## config.mk

```make
export PLATFORM = sky130hd
export DESIGN_NAME = hamming_link_ctrl
export DESIGN_NICKNAME = d
export VERILOG_FILES = /design/src/rtl/hamming_pkg.sv /design/src/rtl/hamming_flag_fifo.sv /design/src/rtl/hamming_link_ctrl.sv
export SDC_FILE = /design/constraint.sdc
export NUM_CORES = 1
export LEC_CHECK = 0
export CAP_MARGIN = 20
export CORE_ASPECT_RATIO = 0.6
export CORE_MARGIN = 5
export CORE_UTILIZATION = 52
export DETAILED_ROUTE_END_ITERATION = 6
export GPL_TIMING_DRIVEN = 0
export HOLD_SLACK_MARGIN = 0.08
export PLACE_DENSITY = 0.8
export SLEW_MARGIN = 20
export SYNTH_ARGS = -nofsm -noshare
export SYNTH_HDL_FRONTEND = slang
export SYNTH_SLANG_ARGS = --single-unit
export TNS_END_PERCENT = 30
```

## constraint.sdc

```tcl
create_clock -name clk_fast -period 2.55 [get_ports clk_fast]
set_input_delay 0.3825 -clock clk_fast [delete_from_list [all_inputs] [get_ports clk_fast]]
set_output_delay 0.3825 -clock clk_fast [all_outputs]
set_load 0.005 [all_outputs]
```

## src/rtl/hamming_pkg.sv

```systemverilog
// Shared definitions for the Hamming(7,4) serial-link controller slice.
//   FRAME_BITS   : codeword length in serial bits
//   DATA_BITS    : payload bits per codeword
//   link_state_t : sequencer states
package hamming_pkg;

  localparam int unsigned FRAME_BITS = 7;
  localparam int unsigned DATA_BITS  = 4;

  typedef enum logic [1:0] {
    IDLE  = 2'd0,
    RUN   = 2'd1,
    DRAIN = 2'd2
  } link_state_t;

endpackage

```

## src/rtl/hamming_flag_fifo.sv

```systemverilog
// Two-entry, 1-bit FIFO that holds the injection flags of frames still
// waiting for a decoder verdict.
//   clk_i, rst_ni : clock, asynchronous active-low reset (empties the queue)
//   push_i, din_i : enqueue request and flag
//   pop_i         : dequeue request (ignored when empty)
//   dout_o        : flag at the head of the queue
//   full_o        : both entries occupied
//   empty_o       : no entries occupied
// A push while full is accepted only if a pop frees a slot on the same cycle.
module hamming_flag_fifo (
  input  logic clk_i,
  input  logic rst_ni,
  input  logic push_i,
  input  logic din_i,
  input  logic pop_i,
  output logic dout_o,
  output logic full_o,
  output logic empty_o
);

  logic [1:0] mem_q, mem_d;
  logic       wr_ptr_q, wr_ptr_d;
  logic       rd_ptr_q, rd_ptr_d;
  logic [1:0] cnt_q, cnt_d;
  logic       push_ok, pop_ok;

  assign full_o  = (cnt_q == 2'd2);
  assign empty_o = (cnt_q == 2'd0);
  assign dout_o  = mem_q[rd_ptr_q];

  assign pop_ok  = pop_i && !empty_o;
  assign push_ok = push_i && (!full_o || pop_ok);

  always_comb begin
    mem_d    = mem_q;
    wr_ptr_d = wr_ptr_q;
    rd_ptr_d = rd_ptr_q;
    cnt_d    = cnt_q;
    if (push_ok) begin
      mem_d[wr_ptr_q] = din_i;
      wr_ptr_d        = ~wr_ptr_q;
    end
    if (pop_ok) begin
      rd_ptr_d = ~rd_ptr_q;
    end
    unique case ({push_ok, pop_ok})
      2'b10:   cnt_d = cnt_q + 2'd1;
      2'b01:   cnt_d = cnt_q - 2'd1;
      default: cnt_d = cnt_q;
    endcase
  end

  always_ff @(posedge clk_i or negedge rst_ni) begin
    if (!rst_ni) begin
      mem_q    <= '0;
      wr_ptr_q <= 1'b0;
      rd_ptr_q <= 1'b0;
      cnt_q    <= '0;
    end else begin
      mem_q    <= mem_d;
      wr_ptr_q <= wr_ptr_d;
      rd_ptr_q <= rd_ptr_d;
      cnt_q    <= cnt_d;
    end
  end

endmodule

```

## src/rtl/hamming_link_ctrl.sv

```systemverilog
// Sequencer for the Hamming(7,4) serial link: bit-rate enables from clk_fast,
// codeword framing, scheduled single-bit fault injection, and verdict checking
// with saturating link statistics.
//   clk_fast, rst_n          : clock, asynchronous active-low reset
//   start, stop              : begin streaming (IDLE) / finish frame and drain (RUN)
//   inj_en/inj_pos/inj_period: fault-injection schedule, sampled per frame
//   dec_done, dec_syn_nz     : decoder verdict for the oldest outstanding frame
//   bit_en, frame_start,
//   frame_end, bit_idx       : bit timing and framing
//   error                    : channel fault line, aligned with bit_idx
//   busy                     : state is not IDLE
//   frame_cnt/inj_cnt/corr_cnt: saturating statistics
//   mismatch, ovf            : sticky verdict-mismatch / queue over-underflow
module hamming_link_ctrl
  import hamming_pkg::*;
#(
  parameter int unsigned DIV        = 4,
  parameter int unsigned FRAME_BITS = hamming_pkg::FRAME_BITS,
  parameter int unsigned CNT_W      = 16
) (
  input  logic             clk_fast,
  input  logic             rst_n,
  input  logic             start,
  input  logic             stop,
  input  logic             inj_en,
  input  logic [2:0]       inj_pos,
  input  logic [7:0]       inj_period,
  input  logic             dec_done,
  input  logic             dec_syn_nz,
  output logic             bit_en,
  output logic             frame_start,
  output logic             frame_end,
  output logic [2:0]       bit_idx,
  output logic             error,
  output logic             busy,
  output logic [CNT_W-1:0] frame_cnt,
  output logic [CNT_W-1:0] inj_cnt,
  output logic [CNT_W-1:0] corr_cnt,
  output logic             mismatch,
  output logic             ovf
);

  localparam int unsigned        DIV_W     = (DIV > 1) ? $clog2(DIV) : 1;
  localparam logic [DIV_W-1:0]   DIV_LAST  = DIV_W'(DIV - 1);
  localparam logic [2:0]         BIT_LAST  = 3'(FRAME_BITS - 1);
  localparam logic [2:0]         POS_LIMIT = 3'(FRAME_BITS);

  link_state_t      state_q, state_d;
  logic [DIV_W-1:0] div_cnt_q, div_cnt_d;
  logic [2:0]       bit_idx_q, bit_idx_d;
  logic [2:0]       pos_q, pos_d;
  logic             inj_this_q, inj_this_d;
  logic [7:0]       frame_mod_q, frame_mod_d;
  logic             stop_seen_q, stop_seen_d;
  logic             error_q, error_d;
  logic [CNT_W-1:0] frame_cnt_q, frame_cnt_d;
  logic [CNT_W-1:0] inj_cnt_q, inj_cnt_d;
  logic [CNT_W-1:0] corr_cnt_q, corr_cnt_d;
  logic             mismatch_q, mismatch_d;
  logic             ovf_q, ovf_d;
  logic             new_frame;

  logic fifo_head, fifo_full, fifo_empty, pop_ok;

  function automatic logic [CNT_W-1:0] sat_inc(input logic [CNT_W-1:0] v);
    return (v == '1) ? v : v + CNT_W'(1);
  endfunction

  assign bit_en      = (state_q == RUN) && (div_cnt_q == '0);
  assign frame_start = bit_en && (bit_idx_q == '0);
  assign frame_end   = bit_en && (bit_idx_q == BIT_LAST);
  assign bit_idx     = bit_idx_q;
  assign error       = error_q;
  assign busy        = (state_q != IDLE);
  assign frame_cnt   = frame_cnt_q;
  assign inj_cnt     = inj_cnt_q;
  assign corr_cnt    = corr_cnt_q;
  assign mismatch    = mismatch_q;
  assign ovf         = ovf_q;

  assign pop_ok = dec_done && !fifo_empty;

  hamming_flag_fifo u_flag_fifo (
    .clk_i   (clk_fast),
    .rst_ni  (rst_n),
    .push_i  (frame_end),
    .din_i   (inj_this_q),
    .pop_i   (dec_done),
    .dout_o  (fifo_head),
    .full_o  (fifo_full),
    .empty_o (fifo_empty)
  );

  // Sequencer, prescaler and bit counter.
  always_comb begin
    state_d     = state_q;
    div_cnt_d   = div_cnt_q;
    bit_idx_d   = bit_idx_q;
    stop_seen_d = stop_seen_q;
    new_frame   = 1'b0;
    unique case (state_q)
      IDLE: begin
        if (start) begin
          state_d     = RUN;
          div_cnt_d   = '0;
          bit_idx_d   = '0;
          stop_seen_d = 1'b0;
          new_frame   = 1'b1;
        end
      end
      RUN: begin
        if (stop) stop_seen_d = 1'b1;
        if (div_cnt_q == DIV_LAST) begin
          div_cnt_d = '0;
          if (bit_idx_q == BIT_LAST) begin
            bit_idx_d = '0;
            if (stop || stop_seen_q) begin
              state_d     = DRAIN;
              stop_seen_d = 1'b0;
            end else begin
              new_frame = 1'b1;
            end
          end else begin
            bit_idx_d = bit_idx_q + 3'd1;
          end
        end else begin
          div_cnt_d = div_cnt_q + DIV_W'(1);
        end
      end
      DRAIN: begin
        if (fifo_empty) state_d = IDLE;
      end
      default: state_d = IDLE;
    endcase
  end

  // The injection decision is taken on the cycle that launches a frame, so the
  // registered error line can already be high in the frame_start cycle when
  // the selected bit is 0; the config is then frozen for the whole frame.
  always_comb begin
    pos_d       = pos_q;
    inj_this_d  = inj_this_q;
    frame_mod_d = frame_mod_q;
    if (new_frame) begin
      pos_d      = inj_pos;
      inj_this_d = inj_en && (inj_period != '0) &&
                   (frame_mod_q == inj_period - 8'd1) && (inj_pos < POS_LIMIT);
      if ((inj_period == '0) || (frame_mod_q >= inj_period - 8'd1)) begin
        frame_mod_d = '0;
      end else begin
        frame_mod_d = frame_mod_q + 8'd1;
      end
    end
    error_d = (state_d == RUN) && inj_this_d && (bit_idx_d == pos_d);
  end

  // Statistics and verdict checking.
  always_comb begin
    frame_cnt_d = frame_cnt_q;
    inj_cnt_d   = inj_cnt_q;
    corr_cnt_d  = corr_cnt_q;
    mismatch_d  = mismatch_q;
    ovf_d       = ovf_q;
    if (frame_end) begin
      frame_cnt_d = sat_inc(frame_cnt_q);
      if (inj_this_q) inj_cnt_d = sat_inc(inj_cnt_q);
      if (fifo_full && !pop_ok) ovf_d = 1'b1;
    end
    if (dec_done && fifo_empty) ovf_d = 1'b1;
    if (pop_ok) begin
      if (dec_syn_nz) corr_cnt_d = sat_inc(corr_cnt_q);
      if (dec_syn_nz != fifo_head) mismatch_d = 1'b1;
    end
  end

  always_ff @(posedge clk_fast or negedge rst_n) begin
    if (!rst_n) begin
      state_q     <= IDLE;
      div_cnt_q   <= '0;
      bit_idx_q   <= '0;
      pos_q       <= '0;
      inj_this_q  <= 1'b0;
      frame_mod_q <= '0;
      stop_seen_q <= 1'b0;
      error_q     <= 1'b0;
      frame_cnt_q <= '0;
      inj_cnt_q   <= '0;
      corr_cnt_q  <= '0;
      mismatch_q  <= 1'b0;
      ovf_q       <= 1'b0;
    end else begin
      state_q     <= state_d;
      div_cnt_q   <= div_cnt_d;
      bit_idx_q   <= bit_idx_d;
      pos_q       <= pos_d;
      inj_this_q  <= inj_this_d;
      frame_mod_q <= frame_mod_d;
      stop_seen_q <= stop_seen_d;
      error_q     <= error_d;
      frame_cnt_q <= frame_cnt_d;
      inj_cnt_q   <= inj_cnt_d;
      corr_cnt_q  <= corr_cnt_d;
      mismatch_q  <= mismatch_d;
      ovf_q       <= ovf_d;
    end
  end

endmodule
```

==> results of run 1 <==
-- synthesized netlist by cell type, types with 2 or more instances --
cell,number
nand3_1,25
and3_1,6
a21o_1,6
o21ai_0,4
o21a_1,2
and2_1,3
nor2_1,30
nor3_1,13
nand4_1,9
xnor2_1,36
ha_1,17
and4_1,5
inv_1,20
mux2i_1,4
o31ai_1,2
and4b_1,2
nand2_1,26
mux2_2,8
nor2b_1,3
a21oi_1,8
xor2_1,26
nor4_1,3
o21bai_1,3
or3_1,7
dfrtp_1,77
-- power groups by stage --
stage | clock network [mW] | logic (mW) | registers (mW)
finish | 1.45 | 0.977 | 1.60
CTS | 1.48 | 0.984 | 1.60
global placement | 0 | 0.915 | 1.60
global route | 1.54 | 1.10 | 1.63
detailed placement | 0 | 0.963 | 1.61
floorplan | 0 | 0.586 | 1.58
-- layer usage --
layer	vias to the layer above	GRT usage	wire length, microns
li1	1483	-	-
met1	1503	0.2775	4297
met2	90	0.3041	4242
met3	5	0.06759	569
met4	0	0.04309	40
met5	-	0	0
-- worst paths after layout --
path / start / to / cells past startpoint
setup / recovery: inj_period[2] / frame_mod_q[2] / 11
hold / removal: mismatch / mismatch / 1
setup reg to reg: frame_mod_q[2] / frame_mod_q[2] / 7
hold reg to reg: mismatch / mismatch / 1
max in group asynchronous: rst_n / frame_cnt[15] / 3
min in group asynchronous: rst_n / corr_cnt[7] / 2
-- registers in the layout, summed over array words and instances, names as in the netlist --
| register | cells |
|---|---|
| ovf | 1 |
| u_flag_fifo.cnt_q | 2 |
| u_flag_fifo.rd_ptr_q | 1 |
| u_flag_fifo.mem_q | 2 |
| inj_cnt | 16 |
| stop_seen_q | 1 |
| div_cnt_q | 2 |
| u_flag_fifo.wr_ptr_q | 1 |
| frame_mod_q | 8 |
| pos_q | 3 |
| frame_cnt | 16 |
| corr_cnt | 16 |
| state_q | 2 |
| error | 1 |
| mismatch | 1 |
| inj_this_q | 1 |
| bit_idx | 3 |
-- cell type report --
type                       count  share of cell area
clock inverter                 4             0.01792
buffer                         4            0.004008
clock buffer                  12             0.04644
tap                          104             0.02452
multi-input combinational    271              0.3781
timing repair buffer          81              0.1502
inverter                      21             0.01579
sequential                    77              0.3630
-- cell families after synthesis --
logic type,synth area share
simple gates,0.1911
flops,0.4825
compound gates,0.07832
buf+inv,0.02631
mux,0.03258
fa+ha+maj,0.05326
xor+xnor,0.1360
-- critical path, delay by kind of cell --
family / cells / cell delay, ns
adders and majority gates: 1 / 0.26
buffers and inverters: 1 / 0.14
and+or+nand+nor: 2 / 0.40
AOI/OAI and AO/OA: 6 / 1.41
xor gates and xnor gates: 1 / 0.14
-- what timing repair did --
action                                  in CTS  in global routing
pin swaps                                    8                 12
setup buffers                                3                  1
hold endpoints to repair                    37                  0
gates resized for setup                     13                 12
hold buffers                                 1                  0
endpoints found under the setup margin       9                  9
cloned                                       0                  0
==> results.toml, run 1 <==
[outcome]
status = "finished, final reports clean"

[layout]
syn2layout_area_growth_pct = 32.89
n_antenna_cell = 0
final_cell_mix = "77 x dfrtp_1, 69 x clkdlybuf4s50_1, 36 x xnor2_1"
nets = 500
final_cells = 574
final_area_sq_um = 5308
seqCellArea_sq_um = 1927
final_util = 0.7214
fillers = 532
multi_input_area_sq_um = 2007
drive_gt1_frac = 0.1191
layout_commonest_cell = "dfrtp_1"

[die]
die_w_microns = 123.1
io_pins = 76
start_util = 0.5429
die_y_microns = 77.89
rows = 24
die-area_sq_um = 9591
coreArea_sq_um = 7357

[run]
maxCapViolCount = 0

[timing]
period_share = 0.9679
fin_hold_ws_ns = 0.4837
skew_ns = 0.003501
relSlewSlack = 0.6588
setup_viol = 0
fmax_mhz = 405.1
worst_slack_ns = 0.08177
hold_violations = 0
slew_viol_final = 0
fin_crit_ns = 2.468
tightestPinTransition_ns = 0.5118
timing.setup.tns_ns = 0

[worst_setup_path]
arrival_ns = 2.74
required_ns = 2.82
slowest_stage = "a2111o_1"
crit_top_cell = "a21o_1"
cp_cell_sequence = "buf_4 > nor3_4 > nor3b_2 > xnor2_1 > ha_1 > a21o_1 > a31o_2 > a21o_1 > a2111o_1 > o21bai_1 > a21o_1"
start_kind = "primary input"
cp-end-kind = "register"
cp_max_fo = 7
max_stage_delay_ns = 0.51
path_class = "in2reg"
rrSetupSlack_ns = 0.21

[global_route]
grt_max_degree = 41
grt_pass1_wl_mm = 15.18
antenna_found_initial = 0
track_usage = 0.1994
grt_pass1_vias = 3133
grt_overflow = 0

[cts]
cts_sinks = 77
cts_tree = "built"
ctsRootBufferMaster = "clkbuf_16"
cts_buffers = 9
clk_pin_slew_ns = 0.06
htree_levels = 3
clockBufferDepth = 2
clock_latency_ns = 0.33

[logic_synthesis]
syn_nets = 408
ys_seq_elements = 77
synthFlopType = "dfrtp_1"
synth.distinct_cells = 53
ys_top_cells_by_area = "dfrtp_1 48%, xnor2_1 7.9%, xor2_1 5.7%"
synth_warnings = 0
yosys.area.top_type = "dfrtp_1"
synth_edf_count = 0
syn_inst = 373
synth.cell_area_sq_um = 3994
postSynthAreaPerCell_sq_um = 10.71
async_flop_share = 1.000
synth.top_cell.area_share = 0.4825
ys_seq_area_frac = 0.4825

[route]
drtPass1Iterations = 5
drc = 0
wl_per_cell_microns = 15.94
drt_iter0_drc = 239
ant_nets = 0
drt-total-wl_mm = 9.149
viasPerCell = 5.368
route.vias.total = 3081

[placed_design]
dp.cells = 553
hpwl_mm = 6.566
place_area_sq_um = 4897
gp_congestion = 0.7967
port_buffers = 75
place_ws_ns = -0.6994

[power]
p_per_area_nw_per_um2 = 759.8
p_switching_mw = 1.120
p_seq_frac = 0.397
switching_share = 0.2778
clockPowerShare = 0.360
peakVddDrop_mv = 0.6167
power_frac_comb = 0.242
p_leak_nw = 2.373
totalPowerFinal_mw = 4.033
p_int_mw = 2.912

[hold_path]
hp-class = "reg2reg"
(Power assumes the default switching activity.)
==> run 2, diff against run 1 <==
- CAP_MARGIN: 20 -> default
- CORE_UTILIZATION: 52 -> 50
- PLACE_DENSITY: 0.8 -> 0.77
==> run 2 against run 1 <==
Against the previous run: maximum frequency fell by 1.6%; total power fell by 3.9%; count of clock-buffer cells in the layout fell by 1; register-to-register slack got worse by 0.03 ns; critical path depth rose by 2; cell count rose by 1.9%; sequential cell count did not move; critical endpoint unchanged.
==> results.toml, run 2 (synthesis gave the netlist of run 1 again) <==
[timing]
fin_crit_ns = 2.508
relSlewSlack = 0.6139
period_share = 0.9835
fmax_mhz = 398.8
grt_setup_unrepaired = "yes"
slew_viol_final = 0
setup_viol = 0
skew_ns = 0.005347
timing.setup.tns_ns = 0
tightestPinTransition_ns = 0.5792
hold_violations = 0

[layout]
syn2layout_area_growth_pct = 34.40
layout_commonest_cell = "dfrtp_1"
nets = 508
final_cell_mix = "77 x dfrtp_1, 68 x clkdlybuf4s50_1, 35 x xnor2_1"
n_antenna_cell = 0
drive_gt1_frac = 0.1405
final_cells = 585

[global_route]
grt_pass1_vias = 3155
track_usage = 0.1928
antenna_found_initial = 0
grt_overflow = 0
grt_pass1_wl_mm = 15.27
grt_max_degree = 40

[cts]
cts_tree = "built"
cts_buffers = 9
clk_pin_slew_ns = 0.05
htree_levels = 3
clockBufferDepth = 2
cts_sinks = 77
clock_latency_ns = 0.33
ctsRootBufferMaster = "clkbuf_16"

[route]
drt-total-wl_mm = 9.119
drtPass1Iterations = 4
drc = 0
route.vias.total = 3135
drt_iter0_drc = 212
wl_per_cell_microns = 15.59
ant_nets = 0
viasPerCell = 5.359

[worst_setup_path]
cp_max_fo = 4
arrival_ns = 2.78
required_ns = 2.82
path_class = "in2reg"
cp-end-kind = "register"
start_kind = "primary input"

[die]
rows = 25
start_util = 0.5107
io_pins = 76
die-area_sq_um = 9934
die_w_microns = 125.4
coreArea_sq_um = 7820
die_y_microns = 79.23

[run]
maxCapViolCount = 0

[placed_design]
dp.cells = 557
hpwl_mm = 6.557
port_buffers = 75
gp_congestion = 0.8457

[power]
peakVddDrop_mv = 0.5719
p_leak_nw = 2.414
p_per_area_nw_per_um2 = 722.2

[hold_path]
hp-class = "reg2reg"

[outcome]
status = "finished, final reports clean"
-- run 2: cell types whose count changed in the layout (fill, tap and decap cells not counted), moves of 2 or more --
cell and change:
bufinv_16 -2, nor2_1 +2, buf_4 +6, buf_6 +2
nor2_2 -2, clkbuf_1 -2
-- run 2: final cells by class --
| type | count | area (sq um) |
|---|---|---|
| fill | 599 | 2452 |
| multi-input combinational | 271 | 2026 |
| sequential | 77 | 1927 |
| timing repair buffer | 89 | 874.6 |
| clock buffer | 11 | 252.7 |
| tap | 108 | 135.1 |
| inverter | 21 | 83.83 |
| clock inverter | 4 | 47.55 |
| buffer | 4 | 21.27 |
-- run 2: final timing paths --
path,from,end,slack [ns],cells past startpoint
worst max-delay path,inj_period[0],frame_mod_q[2],0.04,13
worst min-delay path,mismatch,mismatch,0.46,1
worst max register to register,frame_mod_q[3],frame_mod_q[2],0.18,8
worst min register to register,mismatch,mismatch,0.46,1
max in group asynchronous,rst_n,u_flag_fifo.mem_q[0],1.39,3
min in group asynchronous,rst_n,bit_idx[1],0.57,2
-- run 2: power breakdown --
part	leakage [nW]	switching [mW]	total, mW	internal [mW]
Sequential	1.01	0.193	1.60	1.40
Clock	0.147	0.474	1.28	0.801
Combinational	1.26	0.459	1.01	0.546
-- run 2: repair_timing --
| action | CTS | global route |
|---|---|---|
| pin swaps | 12 | 11 |
| setup endpoints to repair | 9 | 9 |
| hold buffers | 1 | 0 |
| hold endpoints to repair | 38 | 0 |
| gates resized for setup | 15 | 23 |
| buffers inserted | 8 | 4 |
-- run 2: per-layer routing --
metal,wire length [microns],part of all wire,vias up,GRT usage
met5,0,0,-,0
met4,151,0.017,0,0.06818
met3,532,0.058,15,0.07056
met2,4078,0.45,86,0.2749
met1,4357,0.48,1536,0.2700
li1,-,-,1498,-
-- run 2: per-stage QoR --
step	setup slack, ns	area [sq um]	hold slack, ns	total power [mW]	utilization
after CTS	0.003202	5300	0.4671	3.897	0.6778
after floorplan	0.003289	3999	0.08691	2.165	-
after global routing	-0.08508	5368	0.4905	4.105	0.6864
after global placement	-1.639	4885	0.4419	2.514	0.6246
final	0.04217	5368	0.4585	3.876	0.6864
after detailed placement	-0.7163	4902	0.3953	2.578	0.6269
-- run 2: worst max-delay path, stage by stage --
cell and delay, ns:
clkbuf_2 0.12, inv_2 0.09, ha_2 0.20, nand2_1 0.09, or3_1 0.33, xor2_1 0.15
ha_1 0.29, nand4_1 0.14, a21oi_1 0.07, a2111o_1 0.48, buf_6 0.16, o21bai_1 0.14
a21o_1 0.13
